==> src/rtl/ltssm_pkg.sv <==
// Shared LTSSM definitions: substate encodings, ordered-set symbols and set kinds.
// Used by both the transmit generator and the receive checker.
package ltssm_pkg;

    localparam logic [3:0] SUB_DETECT_QUIET       = 4'd0;
    localparam logic [3:0] SUB_DETECT_ACTIVE      = 4'd1;
    localparam logic [3:0] SUB_POLL_ACTIVE        = 4'd2;
    localparam logic [3:0] SUB_POLL_CONFIG        = 4'd3;
    localparam logic [3:0] SUB_CFG_LW_START       = 4'd4;
    localparam logic [3:0] SUB_CFG_LW_ACCEPT      = 4'd5;
    localparam logic [3:0] SUB_CFG_LANENUM_WAIT   = 4'd6;
    localparam logic [3:0] SUB_CFG_LANENUM_ACCEPT = 4'd7;
    localparam logic [3:0] SUB_CFG_COMPLETE       = 4'd8;
    localparam logic [3:0] SUB_CFG_IDLE           = 4'd9;

    localparam logic [7:0] PAD      = 8'hF7;
    localparam logic [7:0] TS1_ID   = 8'h2A;
    localparam logic [7:0] TS2_ID   = 8'h25;
    localparam logic [7:0] TS1_SYM0 = 8'h1E;
    localparam logic [7:0] TS2_SYM0 = 8'h2D;

    typedef enum logic [1:0] {
        NONE = 2'd0,
        TS1  = 2'd1,
        TS2  = 2'd2,
        IDLE = 2'd3
    } os_kind_e;

    // Which kind of set a substate transmits; NONE means the lane is silent.
    function automatic os_kind_e substate_kind(input logic [3:0] sub);
        os_kind_e k;
        case (sub)
            SUB_POLL_ACTIVE,
            SUB_CFG_LW_START,
            SUB_CFG_LW_ACCEPT,
            SUB_CFG_LANENUM_WAIT,
            SUB_CFG_LANENUM_ACCEPT: k = TS1;
            SUB_POLL_CONFIG,
            SUB_CFG_COMPLETE:       k = TS2;
            SUB_CFG_IDLE:           k = IDLE;
            default:                k = NONE;
        endcase
        return k;
    endfunction

endpackage

==> src/rtl/os_builder.sv <==
// Combinational formatter: turns a set kind plus field values into the 128-bit
// ordered set, byte k on bits [8k+7:8k].
module os_builder
    import ltssm_pkg::*;
(
    input  logic [1:0]   kind,
    input  logic [7:0]   link,
    input  logic [7:0]   lane,
    input  logic [7:0]   rate_id,
    input  logic         upconfigure,
    output logic [127:0] os_set
);

    os_kind_e   kind_e_s;
    logic [7:0] sym0_s;
    logic [7:0] ident_s;

    assign kind_e_s = os_kind_e'(kind);

    // Select the kind-dependent symbols
    always_comb begin
        sym0_s  = TS1_SYM0;
        ident_s = TS1_ID;
        if (kind_e_s == TS2) begin
            sym0_s  = TS2_SYM0;
            ident_s = TS2_ID;
        end else begin
            sym0_s  = TS1_SYM0;
            ident_s = TS1_ID;
        end
    end

    // Assemble the set; Idle and NONE both come out all-zero
    always_comb begin
        os_set = 128'b0;
        case (kind_e_s)
            TS1, TS2: begin
                os_set[7:0]   = sym0_s;
                os_set[15:8]  = link;
                os_set[23:16] = lane;
                os_set[31:24] = 8'h00;
                os_set[39:32] = rate_id;
                os_set[42]    = upconfigure;
                for (int k = 6; k < 16; k++) begin
                    os_set[8*k +: 8] = ident_s;
                end
            end
            default: os_set = 128'b0;
        endcase
    end

endmodule

==> src/rtl/os_generator.sv <==
// Transmit-side ordered-set generator: emits TS1/TS2/Idle sets for the current
// LTSSM substate over a valid/ready handshake and tracks how many were sent.
module os_generator
    import ltssm_pkg::*;
#(
    parameter int DEVICETYPE      = 0,
    parameter int POLL_ACTIVE_MIN = 1024,
    parameter int TS_MIN          = 16
) (
    input  logic         clk,
    input  logic         reset,
    input  logic [3:0]   substate,
    input  logic [7:0]   link_number,
    input  logic [7:0]   lane_number,
    input  logic [7:0]   rate_id,
    input  logic         upconfigure,
    input  logic [7:0]   rx_link,
    input  logic         rx_link_valid,
    output logic [127:0] orderedset,
    output logic         os_valid,
    input  logic         os_ready,
    output logic [10:0]  sent_count,
    output logic         min_sent
);

    localparam bit         UPSTREAM   = (DEVICETYPE != 0);
    localparam logic [11:0] POLL_MIN_W = 12'(POLL_ACTIVE_MIN);
    localparam logic [11:0] TS_MIN_W   = 12'(TS_MIN);

    typedef enum logic [1:0] {
        OFF   = 2'd0,
        SEND  = 2'd1,
        DRAIN = 2'd2
    } gen_state_e;

    gen_state_e   state_r;
    gen_state_e   state_next_s;
    logic [3:0]   prev_sub_r;
    logic [3:0]   set_sub_r;
    logic [7:0]   captured_link_r;
    logic [127:0] orderedset_r;
    logic         os_valid_r;
    logic [10:0]  count_r;
    logic         min_sent_r;

    os_kind_e     kind_s;
    logic         transmit_s;
    logic         accept_s;
    logic         load_s;
    logic         clear_valid_s;
    logic [7:0]   link_field_s;
    logic [7:0]   lane_field_s;
    logic [127:0] built_s;
    logic [10:0]  count_next_s;
    logic         min_next_s;

    assign kind_s     = substate_kind(substate);
    assign transmit_s = (kind_s != NONE);
    assign accept_s   = os_valid_r && os_ready;

    // Link and lane fields for the current substate and port direction
    always_comb begin
        link_field_s = PAD;
        lane_field_s = PAD;
        case (substate)
            SUB_CFG_LW_START: begin
                if (UPSTREAM) begin
                    link_field_s = PAD;
                end else begin
                    link_field_s = link_number;
                end
            end
            SUB_CFG_LW_ACCEPT: begin
                if (UPSTREAM) begin
                    link_field_s = captured_link_r;
                end else begin
                    link_field_s = link_number;
                end
            end
            SUB_CFG_LANENUM_WAIT,
            SUB_CFG_LANENUM_ACCEPT,
            SUB_CFG_COMPLETE: begin
                link_field_s = link_number;
                lane_field_s = lane_number;
            end
            default: begin
                link_field_s = PAD;
                lane_field_s = PAD;
            end
        endcase
    end

    os_builder u_builder (
        .kind        (kind_s),
        .link        (link_field_s),
        .lane        (lane_field_s),
        .rate_id     (rate_id),
        .upconfigure (upconfigure),
        .os_set      (built_s)
    );

    // Handshake FSM: next state plus load/clear strobes for the output register
    always_comb begin
        state_next_s  = state_r;
        load_s        = 1'b0;
        clear_valid_s = 1'b0;
        case (state_r)
            OFF: begin
                if (transmit_s) begin
                    state_next_s = SEND;
                end else begin
                    state_next_s = OFF;
                end
            end
            SEND: begin
                if (!os_valid_r || os_ready) begin
                    if (transmit_s) begin
                        load_s       = 1'b1;
                        state_next_s = SEND;
                    end else begin
                        clear_valid_s = 1'b1;
                        state_next_s  = OFF;
                    end
                end else if (!transmit_s) begin
                    state_next_s = DRAIN;
                end else begin
                    state_next_s = SEND;
                end
            end
            DRAIN: begin
                if (os_ready) begin
                    clear_valid_s = 1'b1;
                    state_next_s  = OFF;
                end else begin
                    state_next_s = DRAIN;
                end
            end
            default: begin
                clear_valid_s = 1'b1;
                state_next_s  = OFF;
            end
        endcase
    end

    // Sent counter: restart on substate change, ignore stale sets, saturate
    always_comb begin
        count_next_s = count_r;
        if (substate != prev_sub_r) begin
            count_next_s = 11'd0;
        end else if (accept_s && (set_sub_r == substate) && (count_r != 11'h7FF)) begin
            count_next_s = count_r + 11'd1;
        end else begin
            count_next_s = count_r;
        end
    end

    // Transmit-minimum threshold for the current substate
    always_comb begin
        min_next_s = 1'b0;
        case (substate)
            SUB_POLL_ACTIVE:  min_next_s = ({1'b0, count_next_s} >= POLL_MIN_W);
            SUB_POLL_CONFIG,
            SUB_CFG_COMPLETE,
            SUB_CFG_IDLE:     min_next_s = ({1'b0, count_next_s} >= TS_MIN_W);
            SUB_CFG_LW_START,
            SUB_CFG_LW_ACCEPT,
            SUB_CFG_LANENUM_WAIT,
            SUB_CFG_LANENUM_ACCEPT: min_next_s = (count_next_s != 11'd0);
            default:          min_next_s = 1'b0;
        endcase
    end

    // FSM state register
    always_ff @(posedge clk) begin
        if (reset) begin
            state_r <= OFF;
        end else begin
            state_r <= state_next_s;
        end
    end

    // Output register; a held set is only replaced once accepted
    always_ff @(posedge clk) begin
        if (reset) begin
            orderedset_r <= 128'b0;
            os_valid_r   <= 1'b0;
            set_sub_r    <= 4'd0;
        end else if (load_s) begin
            orderedset_r <= built_s;
            os_valid_r   <= 1'b1;
            set_sub_r    <= substate;
        end else if (clear_valid_s) begin
            os_valid_r   <= 1'b0;
        end
    end

    // Counter, threshold flag and previous-substate tracking
    always_ff @(posedge clk) begin
        if (reset) begin
            count_r    <= 11'd0;
            min_sent_r <= 1'b0;
            prev_sub_r <= 4'd0;
        end else begin
            count_r    <= count_next_s;
            min_sent_r <= min_next_s;
            prev_sub_r <= substate;
        end
    end

    // Upstream port remembers the link number offered by the downstream partner
    always_ff @(posedge clk) begin
        if (reset) begin
            captured_link_r <= PAD;
        end else if (substate < SUB_CFG_LW_START) begin
            captured_link_r <= PAD;
        end else if (UPSTREAM && rx_link_valid &&
                     ((substate == SUB_CFG_LW_START) || (substate == SUB_CFG_LW_ACCEPT))) begin
            captured_link_r <= rx_link;
        end
    end

    assign orderedset = orderedset_r;
    assign os_valid   = os_valid_r;
    assign sent_count = count_r;
    assign min_sent   = min_sent_r;

endmodule

==> config.mk <==
export PLATFORM = sky130hd
export DESIGN_NAME = os_generator
export DESIGN_NICKNAME = d
export VERILOG_FILES = /design/src/rtl/ltssm_pkg.sv /design/src/rtl/os_builder.sv /design/src/rtl/os_generator.sv
export SDC_FILE = /design/constraint.sdc
export NUM_CORES = 1
export LEC_CHECK = 0
export ABC_CLOCK_PERIOD_IN_PS = 3700
export BUFFER_PORTS_ARGS = -buffer_cell sky130_fd_sc_hd__buf_2
export CORE_ASPECT_RATIO = 1.4
export CORE_MARGIN = 1
export CORE_UTILIZATION = 43
export CTS_CLUSTER_DIAMETER = 200
export CTS_CLUSTER_SIZE = 12
export DETAILED_ROUTE_END_ITERATION = 10
export PLACE_DENSITY = 0.78
export SKIP_LAST_GASP = 1
export SLEW_MARGIN = 0
export SYNTH_ARGS = -nofsm -noshare
export SYNTH_HDL_FRONTEND = slang
export SYNTH_SLANG_ARGS = --single-unit
export TNS_END_PERCENT = 10
==> constraint.sdc <==
create_clock -name clk -period 3.7 [get_ports clk]
set_clock_uncertainty 0.2 [all_clocks]
set_input_delay 0.185 -clock clk [delete_from_list [all_inputs] [get_ports clk]]
set_output_delay 0.185 -clock clk [all_outputs]
set_load 0.01 [all_outputs]
Word-level counts from Yosys, hierarchy flattened
Memory sizes are Yosys's and may differ from the RTL's.
Cells that the tools add are included.
W data, S select, Z words.
- reduce and logical (&&, ||, !) cells: 14
- bitwise gates (word level): 0
- shifts and indexed selects: 0
- add/sub/neg operators: 1
- divide/modulo/power cells: 0
- equality and inequality tests: 15
- multiply operators: 0
- order comparisons: 2
- mux-type cells: 24
- operators with widths (kind ; number):
    $mux W78 ; 1
    $mux W40 ; 1
    $mux W11 ; 2
    $eq A4 B3 Y1 const B ; 4
    $mux W8 ; 2
    $add A11 B1 Y11 const B ; 1
    $ge A11 B11 Y1 const B ; 1
    $ge A11 B5 Y1 const B ; 1
    $ne A11 B11 Y1 const B ; 1
    $reduce_bool A11 Y1 ; 1
    $mux W1 ; 10
    $eq A4 B2 Y1 const B ; 2
    $eq A4 B4 Y1 const B ; 2
    $mux W2 ; 3
    $mux W6 ; 1
    $pmux W1 S3 ; 2
    $pmux W2 S3 ; 1
    $reduce_or A3 Y1 ; 2
    $reduce_or A5 Y1 ; 1
    $eq A2 B1 Y1 const B ; 2
    $eq A2 B2 Y1 const B ; 2
    $eq A4 B4 Y1 ; 1
    $mux W4 ; 1
    $ne A4 B4 Y1 ; 1
    other kinds (7) ; 10
- bits of input ports: 41
- memory bits (read-only): 32
- memories kept: 1
- latch bits: 0
- RAM bits: 0
- logic and storage cells: 64
- bits in registers: 144
- output and inout bits: 141
- memory list (name ; words ; bits a word ; read ports ; clocked after Yosys merged registers in ; wr ports ; RTL line ; RTL):
    (no name shown) ; 16 ; 2 ; 1 ; 0 ; 0 ; ltssm_pkg.sv:32 ; case (sub)

Longest topological paths before layout
Gate-level depths: netlist of run 1.
- depth after elaboration: 7
- gate-level depth with buffers: 14
- depth with buffers taken out: 11

Cells and area by module
From an unflattened synthesis of run 1, not the netlist that was laid out.
- cell total of the unflattened synthesis: 870
- area total of the unflattened synthesis: 6741.5 sq um
- by module, submodules not included (module ; times used ; cells each ; sequential area each (sq um) ; area an instance (sq um)):
    os_generator ; 1 ; 737 ; 3022.9 ; 5776.8
    os_builder ; 1 ; 133 ; 0.0 ; 964.7

Worst setup path after synthesis of run 1
OpenSTA, ideal clock, no wires.
- path kind: in2reg
- start: input port substate[0]
- end: register set_sub_r[3]
- data arrival time: 1.991 ns
- data required time: 3.372 ns
- path buffers: 3
- path slack: 1.381 ns
- setup time: 0.128 ns
- stages on the path: 13
- path through: buf_2 -> inv_1 -> a21oi_1 -> nor2_1 -> a21o_1 -> inv_1 -> ha_1 -> nor2_1 -> nand3_1 -> clkbuf_1 -> clkbuf_1 -> mux2i_1 -> nor2_1
- word-level cells in the longest chain between the ends: 5
- ends and longest elaborated chain (item ; RTL line ; RTL):
    start: declaration ; os_generator.sv:12 ; input logic [3:0] substate,
    $mem_v2 Z16 W2 ; n/a ;
    $reduce_bool A2 Y1 ; os_generator.sv:58 ; assign transmit_s = (kind_s != NONE);
    $mux W1 ; os_generator.sv:117 ; if (transmit_s) begin
    $mux W1 ; os_generator.sv:116 ; if (!os_valid_r || os_ready) begin
    $mux W1 ; os_generator.sv:107 ; case (state_r)
    end signal: assignment ; os_generator.sv:191 ; set_sub_r <= substate;
    end: declaration ; os_generator.sv:39 ; logic [3:0] set_sub_r;
Every way passes these cells.
A chain may end at the register's enable or synchronous reset.

Worst setup path in the final report of run 1
- start: input port substate[1]
- end: register orderedset_r[36], in the netlist orderedset[36]
- word-level cells in the longest chain between the ends: 5
- elaborated cells between the ends (all ways): 9
- those cells by class: eq/ne: 2; mux: 4; reduce/logical: 2; memory: 1
- ends and longest elaborated chain (item ; RTL line ; RTL):
    $mem_v2 Z16 W2 (*) ; n/a ;
    $reduce_bool A2 Y1 ; os_generator.sv:58 ;
    $mux W1 ; os_generator.sv:117 ;
    $mux W1 ; os_generator.sv:116 ;
    $mux W1 ; os_generator.sv:107 ;
    end signal: assignment ; os_generator.sv:189 ; orderedset_r <= built_s;
    end: declaration ; os_generator.sv:41 ; logic [127:0] orderedset_r;
Mark *: on every way between the ends. The rest lies on a longest branch, timed or not.

==> impl_metrics.yaml, run 1 <==
synthesis:
  postSynthAreaPerCell_um2: 8.09
  synth-edff-count: 0
  ys.flop_type: "dfxtp_1"
  synth_top_area_cell: "dfxtp_1"
  async_reset_ff_share_pct: 0
  synth.distinct_cells: 45
  synth.area.top_cells: "dfxtp_1 (31%), buf_4 (23%), nor2_1 (7.0%), a21oi_1 (4.9%), xor2_1 (2.9%)"
  yosysWarnings: 0
  synth_top_area_share_pct: 31.2
  synthCells: 404
  synth-seq-cells: 51
  netlist_area_um2: 3270
  yosysSeqAreaShare_pct: 31.2
cts:
  cts_tree: "yes"
  root_buffer: "clkbuf_8"
  cts_buffers: 5
  cts_resized: 0
  cts_setup_buffers: 0
  worst_skew_pair.late_latency_ps: 310
  htree_num_levels: 2
  clk_pin_slew_ps: 100
  cts_buffer_depth: 2
  cts_sinks: 51
  postCtsHoldBufs: 1
sta:
  timing.slew.headroom_pct: 47.4
  setup_viol: 0
  period_minus_slack_ps: 2510
  tns_ps: 0
  maxSlewViolCount: 0
  timing.hold.ws_ps: 24.2
  worstMarginPinSlew_ps: 790
  rsz0062_at_grt: "false"
  post-route-period-util_pct: 67.8
  hold_viol: 0
  max_freq_ghz: 0.399
floorplanning:
  fp.dieH_um: 105
  boundaryPins: 182
  num_rows: 37
  start_util_pct: 44.4
  die_area_um2: 7960
  die_w_um: 75.7
  core_region_area_um2: 7360
place:
  post-dp-hpwl_mm: 4.76
  io_buffers: 125
  gp_congestion: 0.865
  dpl_cell_area_um2: 3370
route:
  drtPass1Iterations: 4
  wl_per_cell_um: 11.4
  drt_wl_total_mm: 6.42
  route.detailed.drc: 0
  drtIter0Drc: 97
  viasPerCell: 4.69
  antenna_left: 0
  routed-via-count: 2644
cells_and_area:
  multi_input_area_um2: 1560
  fillers: 738
  syn2layout_area_growth_pct: 6.20
  final_cell_area_um2: 3470
  final_common_cell: "buf_2"
  nets: 511
  regArea_um2: 1020
  drive_gt1_share_pct: 31.0
  diodes: 0
  final_cell_mix: "buf_2 (125), nor2_1 (61), dfxtp_1 (51), conb_1 (47), a21oi_1 (32)"
hold_path:
  hold_class: "input pin to flip-flop"
  hp-start: "substate[1]"
critical_path:
  cp_max_fo: 30
  cp-endpoint: "orderedset[36]"
  critPathLaunch: "substate[1]"
  ff2ff_path_depth: 7
  path_cells: "buf_2 -> nand2b_1 -> a21oi_1 -> inv_1 -> ha_1 -> nor2_1 -> nand3_2 -> buf_4 -> nor3b_1 -> a21oi_1 -> nor2_1"
  critPathCaptureType: "flip-flop"
  path_class: "input pin to flip-flop"
  crit_slowest_cell: "nand3_2"
  r2r_slack_ps: 1250
  max_stage_delay_ps: 430
  cp.arrival_ps: 2550
  worstReg2RegStart: "sent_count[0]"
  r2r_end: "min_sent"
  required_ps: 3740
  worstSetupStartpointType: "input pin"
global_routing:
  overflow: 0
  grt_pass1_wl_mm: 10.2
  antenna_found_initial: 0
  grt_pass1_vias: 2352
  grt_max_degree: 41
  track_usage_pct: 16.2
pwr:
  leakage_nw: 1.72
  power_density_nw_per_um2: 311
  finalPower_w: 0.00108
  vdd_drop_max_uv: 200
job:
  cap_violations: 0
status:
  outcome: "complete, no violations"
-- how the worst min path moves through the flow --
| stage | slack (ps) | endpoint | depth (start not counted) |
|---|---|---|---|
| after global routing | 30 | prev_sub_r[1] | 2 |
| after detailed placement | 220 | state_r[1] | 2 |
| after global placement | 200 | state_r[1] | 2 |
| final | 20 | prev_sub_r[1] | 2 |
| after CTS | 10 | prev_sub_r[1] | 2 |
| after floorplan | 60 | state_r[1] | 1 |
-- synth_stat cells, types with 2 or more instances --
cell type and n:
nor3b_1 9, buf_1 3, nor2b_1 4, nor2_1 61, dfxtp_1 51, xor2_1 11
buf_4 100, ha_1 4, o21a_1 2, nand4b_1 2, xnor2_2 3, mux2i_1 7
clkbuf_1 10, or3_1 14, nand4_1 7, a211oi_1 3, o21ai_0 3, nand3_1 9
buf_2 4, and2_1 2, buf_6 2, inv_1 6, nand2b_1 4, nor4b_1 2
nor3_1 4, nand2_1 22, xnor2_1 6, a21oi_1 32
-- where the power goes --
group / total [W] / switching (W) / internal [W]
clock: 0.000335 / 0.000196 / 0.000139
sequential: 0.000576 / 0.0000121 / 0.000564
combinational: 0.000171 / 0.000110 / 0.0000605
-- layout make-up --
cell class                      instances  share of cell area [%]
Clock inverter                          3                   0.757
Inverter                                6                   0.649
Tap cell                               97                    3.50
Sequential cell                        51                    29.4
Multi-Input combinational cell        274                    45.0
Timing Repair Buffer                  128                    18.7
Clock buffer                            5                    1.98
-- worst max-delay path, delay by kind of cell --
kind	cells	cell delay, ps
adder cells (fa/ha/maj)	1	240
AND/OR/NAND/NOR	5	1140
buffers and inverters	3	650
AO/OA/AOI/OAI	2	310
-- registers in the layout, indices dropped and copies added, names as in the netlist --
register	flops
os_valid	1
set_sub_r	4
state_r	2
sent_count	11
prev_sub_r	4
orderedset	28
min_sent	1
-- per-layer routing --
layer | vias to the layer above | wire length (um) | global-route usage [%]
met4 | 0 | 139 | 5.69
met1 | 1218 | 2600 | 17.4
met3 | 13 | 322 | 3.76
li1 | 1310 | - | -
met5 | - | 0 | 0
met2 | 103 | 3360 | 29.7
-- logic make-up after synthesis --
group / Yosys count / synth area share [%]
and+or+nand+nor: 145 / 22.7
buffers and inverters: 125 / 26.4
DFF: 51 / 31.2
AOI/OAI and AO/OA: 50 / 9.49
xor gates and xnor gates: 20 / 6.05
muxes: 8 / 2.49
adders and majority gates: 4 / 1.53
other: 1 / 0.115
-- stage by stage --
| step | cells | worst slack (ps) | utilization, % |
|---|---|---|---|
| finish | 564 | 1190 | 47.2 |
| global route | 564 | 900 | 47.2 |
| CTS | 564 | 1170 | 47.2 |
| detailed placement | 555 | 837 | 45.7 |
| global placement | 555 | 962 | 45.7 |
| floorplan | 450 | 1380 | - |
Note: power is estimated with default switching activity, not from simulation.
==> inputs of run 2 (changes only) <==
ABC_AREA = 1   (was unset)
ABC_CLOCK_PERIOD_IN_PS = 2400   (was 3700)
PLACE_DENSITY = 0.79   (was 0.78)
clock period = 2.4 ns   (was 3.7 ns; I/O delays follow)
==> run 2 against run 1 <==
  * The flow now finishes with violations (hold timing)
  * Non-clock buffer count rose by 35
  * Count of clock-buffer cells in the layout rose by 1
  * Core utilization rose by 6.0 points
  * Critical path type unchanged
  * Largest power group unchanged
==> impl_metrics.yaml, run 2 <==
status:
  outcome: "finished, violations left"
  violations: "hold timing"
sta:
  maxSlewViolCount: 0
  period_minus_slack_ps: 2240
  fin_ws_ps: 156
  timing.slew.headroom_pct: 59.3
  max_freq_ghz: 0.446
  post-route-period-util_pct: 93.5
  timing.hold.ws_ps: -34.8
  worstMarginPinSlew_ps: 611
  setup_viol: 0
  hold_viol: 1
synthesis:
  yosysSeqAreaShare_pct: 32.6
  synth_top_area_cell: "dfxtp_1"
  synth.most_common_cell: "buf_4"
  synth.area.top_cells: "dfxtp_1 (33%), buf_4 (24%), nand2_1 (12%), a21oi_1 (5.1%), nor2_1 (4.8%)"
  netlist_area_um2: 3130
  postSynthAreaPerCell_um2: 7.20
  synthCells: 435
  ys.flop_type: "dfxtp_1"
  synth.distinct_cells: 29
  synth-seq-cells: 51
  synth_top_area_share_pct: 32.6
  synth_commonest_cells: "buf_4 (100), nand2_1 (97), dfxtp_1 (51), nor2_1 (40), a21oi_1 (32)"
  synth-edff-count: 0
  yosysWarnings: 0
  async_reset_ff_share_pct: 0
critical_path:
  path_class: "input pin to flip-flop"
  worstSetupStartpointType: "input pin"
  cp.arrival_ps: 2280
  r2r_slack_ps: 230
  required_ps: 2440
  cp_max_fo: 11
  critPathCaptureType: "flip-flop"
route:
  antenna_left: 0
  drtIter0Drc: 80
  viasPerCell: 4.44
  drtPass1Iterations: 4
  wl_per_cell_um: 11.5
  routed-via-count: 2818
  drt_wl_total_mm: 7.26
  route.detailed.drc: 0
place:
  post-dp-hpwl_mm: 4.91
  io_buffers: 125
  place_ws_ps: 172
  dp_cells: 596
  gp_congestion: 0.786
  dpl_cell_area_um2: 3300
floorplanning:
  boundaryPins: 182
  die_area_um2: 7640
  num_rows: 36
  start_util_pct: 44.6
  core_region_area_um2: 7030
  fp.dieH_um: 103
  die_w_um: 74.1
global_routing:
  grt_pass1_vias: 2521
  grt_max_degree: 27
  antenna_found_initial: 0
  track_usage_pct: 18.9
  grt_pass1_wl_mm: 11.2
  overflow: 0
cts:
  cts_buffers: 5
  cts_setup_buffers: 0
  cts_buffer_depth: 2
  clk_pin_slew_ps: 90
  cts_sinks: 51
  root_buffer: "clkbuf_8"
  cts_tree: "yes"
  htree_num_levels: 2
  worst_skew_pair.late_latency_ps: 300
cells_and_area:
  regArea_um2: 1020
  fin_cells: 634
  final_cell_area_um2: 3740
  final_cell_mix: "buf_2 (125), nand2_1 (97), dfxtp_1 (51), conb_1 (47), nor2_1 (38)"
  drive_gt1_share_pct: 30.1
  nets: 583
  diodes: 0
  fillers: 678
  syn2layout_area_growth_pct: 19.3
  final_common_cell: "buf_2"
  multi_input_area_um2: 1380
  largest_register_ffs: 28
pwr:
  leakage_nw: 1.91
  power_density_nw_per_um2: 504
  vdd_drop_max_uv: 360
job:
  cap_violations: 0
hold_path:
  hold_class: "input pin to flip-flop"
[run 2: worst max-delay path, cell delays in order]
cell and delay (ps):
dlygate4sd3_1 540, buf_2 170, nor2_2 140, nand2_1 60
o211ai_1 140, inv_1 110, ha_2 230, nor2_2 120
inv_1 90, nor2_4 130, buf_6 150, o21ai_0 100
a21oi_1 180
[run 2: per-stage QoR]
step	util [%]	setup TNS [ps]	hold WS, ps	total power [W]
6_report	53.2	0	-34.8	0.00188
5_1_grt	53.2	-61.1	-0.685	0.00198
4_1_cts	52.9	0	19.1	0.00188
3_5_place_dp	47.0	0	175	0.00124
3_3_place_gp	47.0	0	156	0.00123
2_1_floorplan	-	0	42.2	0.00124
[run 2: cell families after synthesis]
family,synth area share [%]
and+or+nand+nor,23.8
xor gates and xnor gates,2.80
AOI/OAI and AO/OA,9.82
DFF,32.6
buffers and inverters,29.2
other,0.120
adders and majority gates,1.60
[run 2: cell type report]
class | count | share of cell area (%)
Inverter | 28 | 2.81
Sequential cell | 51 | 27.3
Timing Repair Buffer | 163 | 26.6
Tap cell | 95 | 3.18
Multi-Input combinational cell | 289 | 37.0
Clock buffer | 6 | 2.21
Clock inverter | 2 | 0.937
[run 2: routing by layer]
| layer | track usage (%) | part of all wire (%) | vias up |
|---|---|---|---|
| met2 | 36.5 | 53 | 112 |
| met5 | 0 | 0 | - |
| met4 | 4.29 | 0.78 | 0 |
| met3 | 4.40 | 6.4 | 6 |
| met1 | 20.1 | 39 | 1279 |
| li1 | - | - | 1421 |
[run 2: what timing repair did]
item	in CTS	in global routing
hold buffers	30	1
endpoints found under the hold margin	34	1
resized for setup	0	6
endpoints found under the setup margin	0	25
[run 2: where the power goes]
part / internal, W / switching, W / total, W
clock network: 0.000338 / 0.000281 / 0.000618
registers: 0.000876 / 0.0000276 / 0.000903
logic: 0.000147 / 0.000215 / 0.000362
total: 0.00136 / 0.000523 / 0.00188
[run 2: final timing paths]
check             cells after the start      startpoint              to
setup / recovery                     13     substate[0]  orderedset[21]
hold reg to reg                       2  orderedset[17]  orderedset[17]
hold / removal                        3     substate[1]    set_sub_r[1]
setup reg to reg                     14   sent_count[1]        min_sent
==> inputs of run 3 (changes only) <==
GPL_TIMING_DRIVEN = 0   (was unset)
MAX_ROUTING_LAYER = met4   (was unset)
==> run 3 against run 2 <==
  * The run now ends clean
  * Combinational power up 37%
  * Global-route usage up 2.5 points
  * Total power down 0.59%
  * Die area unchanged
  * Largest cell class is now buffers
  * First-iteration DRC count up 31%
  * Worst setup slack worse by 4.5 ps
==> impl_metrics.yaml, run 3 (synthesis gave the netlist of run 2 again) <==
critical_path:
  required_ps: 2380
  max_stage_delay_ps: 460
  path_class: "flip-flop to flip-flop"
  critPathCaptureType: "flip-flop"
  cp.arrival_ps: 2220
  r2r_slack_ps: 150
  crit_family: "simple AND/OR/NAND/NOR gates"
  crit_slowest_cell: "dfxtp_1"
  cp_max_fo: 10
  path_buf_inv: 1
  worstSetupStartpointType: "flip-flop"
  path_cells: "ha_1 -> nand2_2 -> nor2_4 -> nand3_4 -> nand3_4 -> buf_6 -> nand2_1 -> nand3_1 -> nand2_1 -> nor2_1 -> nor2_1 -> nor2_1 -> a21oi_2"
  crit_top_cell: "nor2_1"
route:
  wl_per_cell_um: 11.0
  antenna_left: 0
  drtPass1Iterations: 5
  route.detailed.drc: 0
  drtIter0Drc: 105
  viasPerCell: 4.32
  drt_wl_total_mm: 8.07
  routed-via-count: 3179
pwr:
  p_seq_share_pct: 48.4
  vdd_drop_max_uv: 393
  power_density_nw_per_um2: 423
  p_int_w: 0.00133
  p_clk_share_pct: 25.1
  switching_share_pct: 29.0
  leakage_nw: 2.42
  p_switching_w: 0.000544
  power_frac_comb_pct: 26.5
hold_path:
  hold_class: "input pin to flip-flop"
floorplanning:
  core_region_area_um2: 7030
  die_area_um2: 7640
  die_w_um: 74.1
  num_rows: 36
  fp.dieH_um: 103
  start_util_pct: 44.6
  boundaryPins: 182
global_routing:
  use_met2_pct: 39.9
  antenna_found_initial: 0
  overflow: 0
  track_usage_pct: 21.4
  grt_pass1_vias: 2844
  busiest_layer: "met2"
  use_met3_pct: 4.01
  grt_max_degree: 24
  use_met1_pct: 21.5
  grt_pass1_wl_mm: 12.3
cts:
  cts_tree: "yes"
  worst_skew_pair.late_latency_ps: 300
  root_buffer: "clkbuf_8"
  cts_buffer_depth: 2
  clk_pin_slew_ps: 90
  htree_num_levels: 2
  cts_buffers: 5
  cts_sinks: 51
  cts_setup_buffers: 0
sta:
  setup_viol: 0
  maxSlewViolCount: 0
  tns_ps: 0
  rsz0062_at_grt: "false"
  post-route-period-util_pct: 93.7
  timing.hold.ws_ps: 31.3
  max_freq_ghz: 0.445
  period_minus_slack_ps: 2250
  hold_viol: 0
  timing.slew.headroom_pct: 53.8
  worstMarginPinSlew_ps: 691
cells_and_area:
  largest_register_ffs: 28
  drive_gt1_share_pct: 39.5
  final_cell_mix: "buf_2 (127), buf_4 (100), nand2_1 (97), dfxtp_1 (51), conb_1 (47)"
  syn2layout_area_growth_pct: 41.2
  final_common_cell: "buf_2"
  diodes: 0
  nets: 687
  fillers: 634
  final_cell_area_um2: 4420
place:
  gp_congestion: 0.838
  post-dp-hpwl_mm: 5.80
  dpl_cell_area_um2: 4050
  io_buffers: 124
status:
  outcome: "complete, no violations"
job:
  cap_violations: 0
run 3: cell types whose count changed in the layout (fill, tap and decap cells not counted), moves of 2 or more:
cell,change
nor2_1,+2
clkbuf_1,+6
buf_4,+94
buf_1,+2
buf_2,+2
run 3: layer usage:
metal / routed length (um) / vias up
li1: - / 1630
met5: 0 / -
met1: 3140 / 1420
met4: 163 / 0
met3: 443 / 16
met2: 4330 / 113
run 3: stage by stage:
step	total power, W	setup slack [ps]	std cells	utilization [%]
floorplan	0.00124	372	481	-
global placement	0.00137	-52.1	700	57.6
detailed placement	0.00138	-157	700	57.6
CTS	0.00188	148	736	62.9
global route	0.00198	7.94	736	62.9
finish	0.00187	151	736	62.9
run 3: final cells by class:
type,count,area (um2),area share (%)
clock buffers,5,68.8,1.56
plain buffers,113,812,18.4
well taps,95,119,2.69
multi-input cells,289,1370,30.9
clock inverters,1,7.51,0.170
flip-flops and latches,51,1020,23.1
inverters,28,105,2.38
repair buffers,154,921,20.8
run 3: path summary, 6_finish.rpt:
path,start,end,cells after the start
hold reg to reg,orderedset[17],orderedset[17],2
setup / recovery,sent_count[0],min_sent,13
setup reg to reg,sent_count[0],min_sent,13
hold / removal,reset,orderedset[17],2
run 3: timing repair:
action	4_1_cts	5_1_grt
setup endpoints to repair	0	10
resized for setup	0	2
hold buffers	30	0
endpoints found under the hold margin	35	0
run 3: power groups by stage:
stage          clock network [W]  registers (W)  logic (W)
6_report                0.000469       0.000907   0.000496
5_1_grt                 0.000519       0.000914   0.000545
4_1_cts                 0.000484       0.000907   0.000489
3_5_place_dp                   0       0.000927   0.000450
3_3_place_gp                   0       0.000924   0.000442
2_1_floorplan                  0       0.000931   0.000308
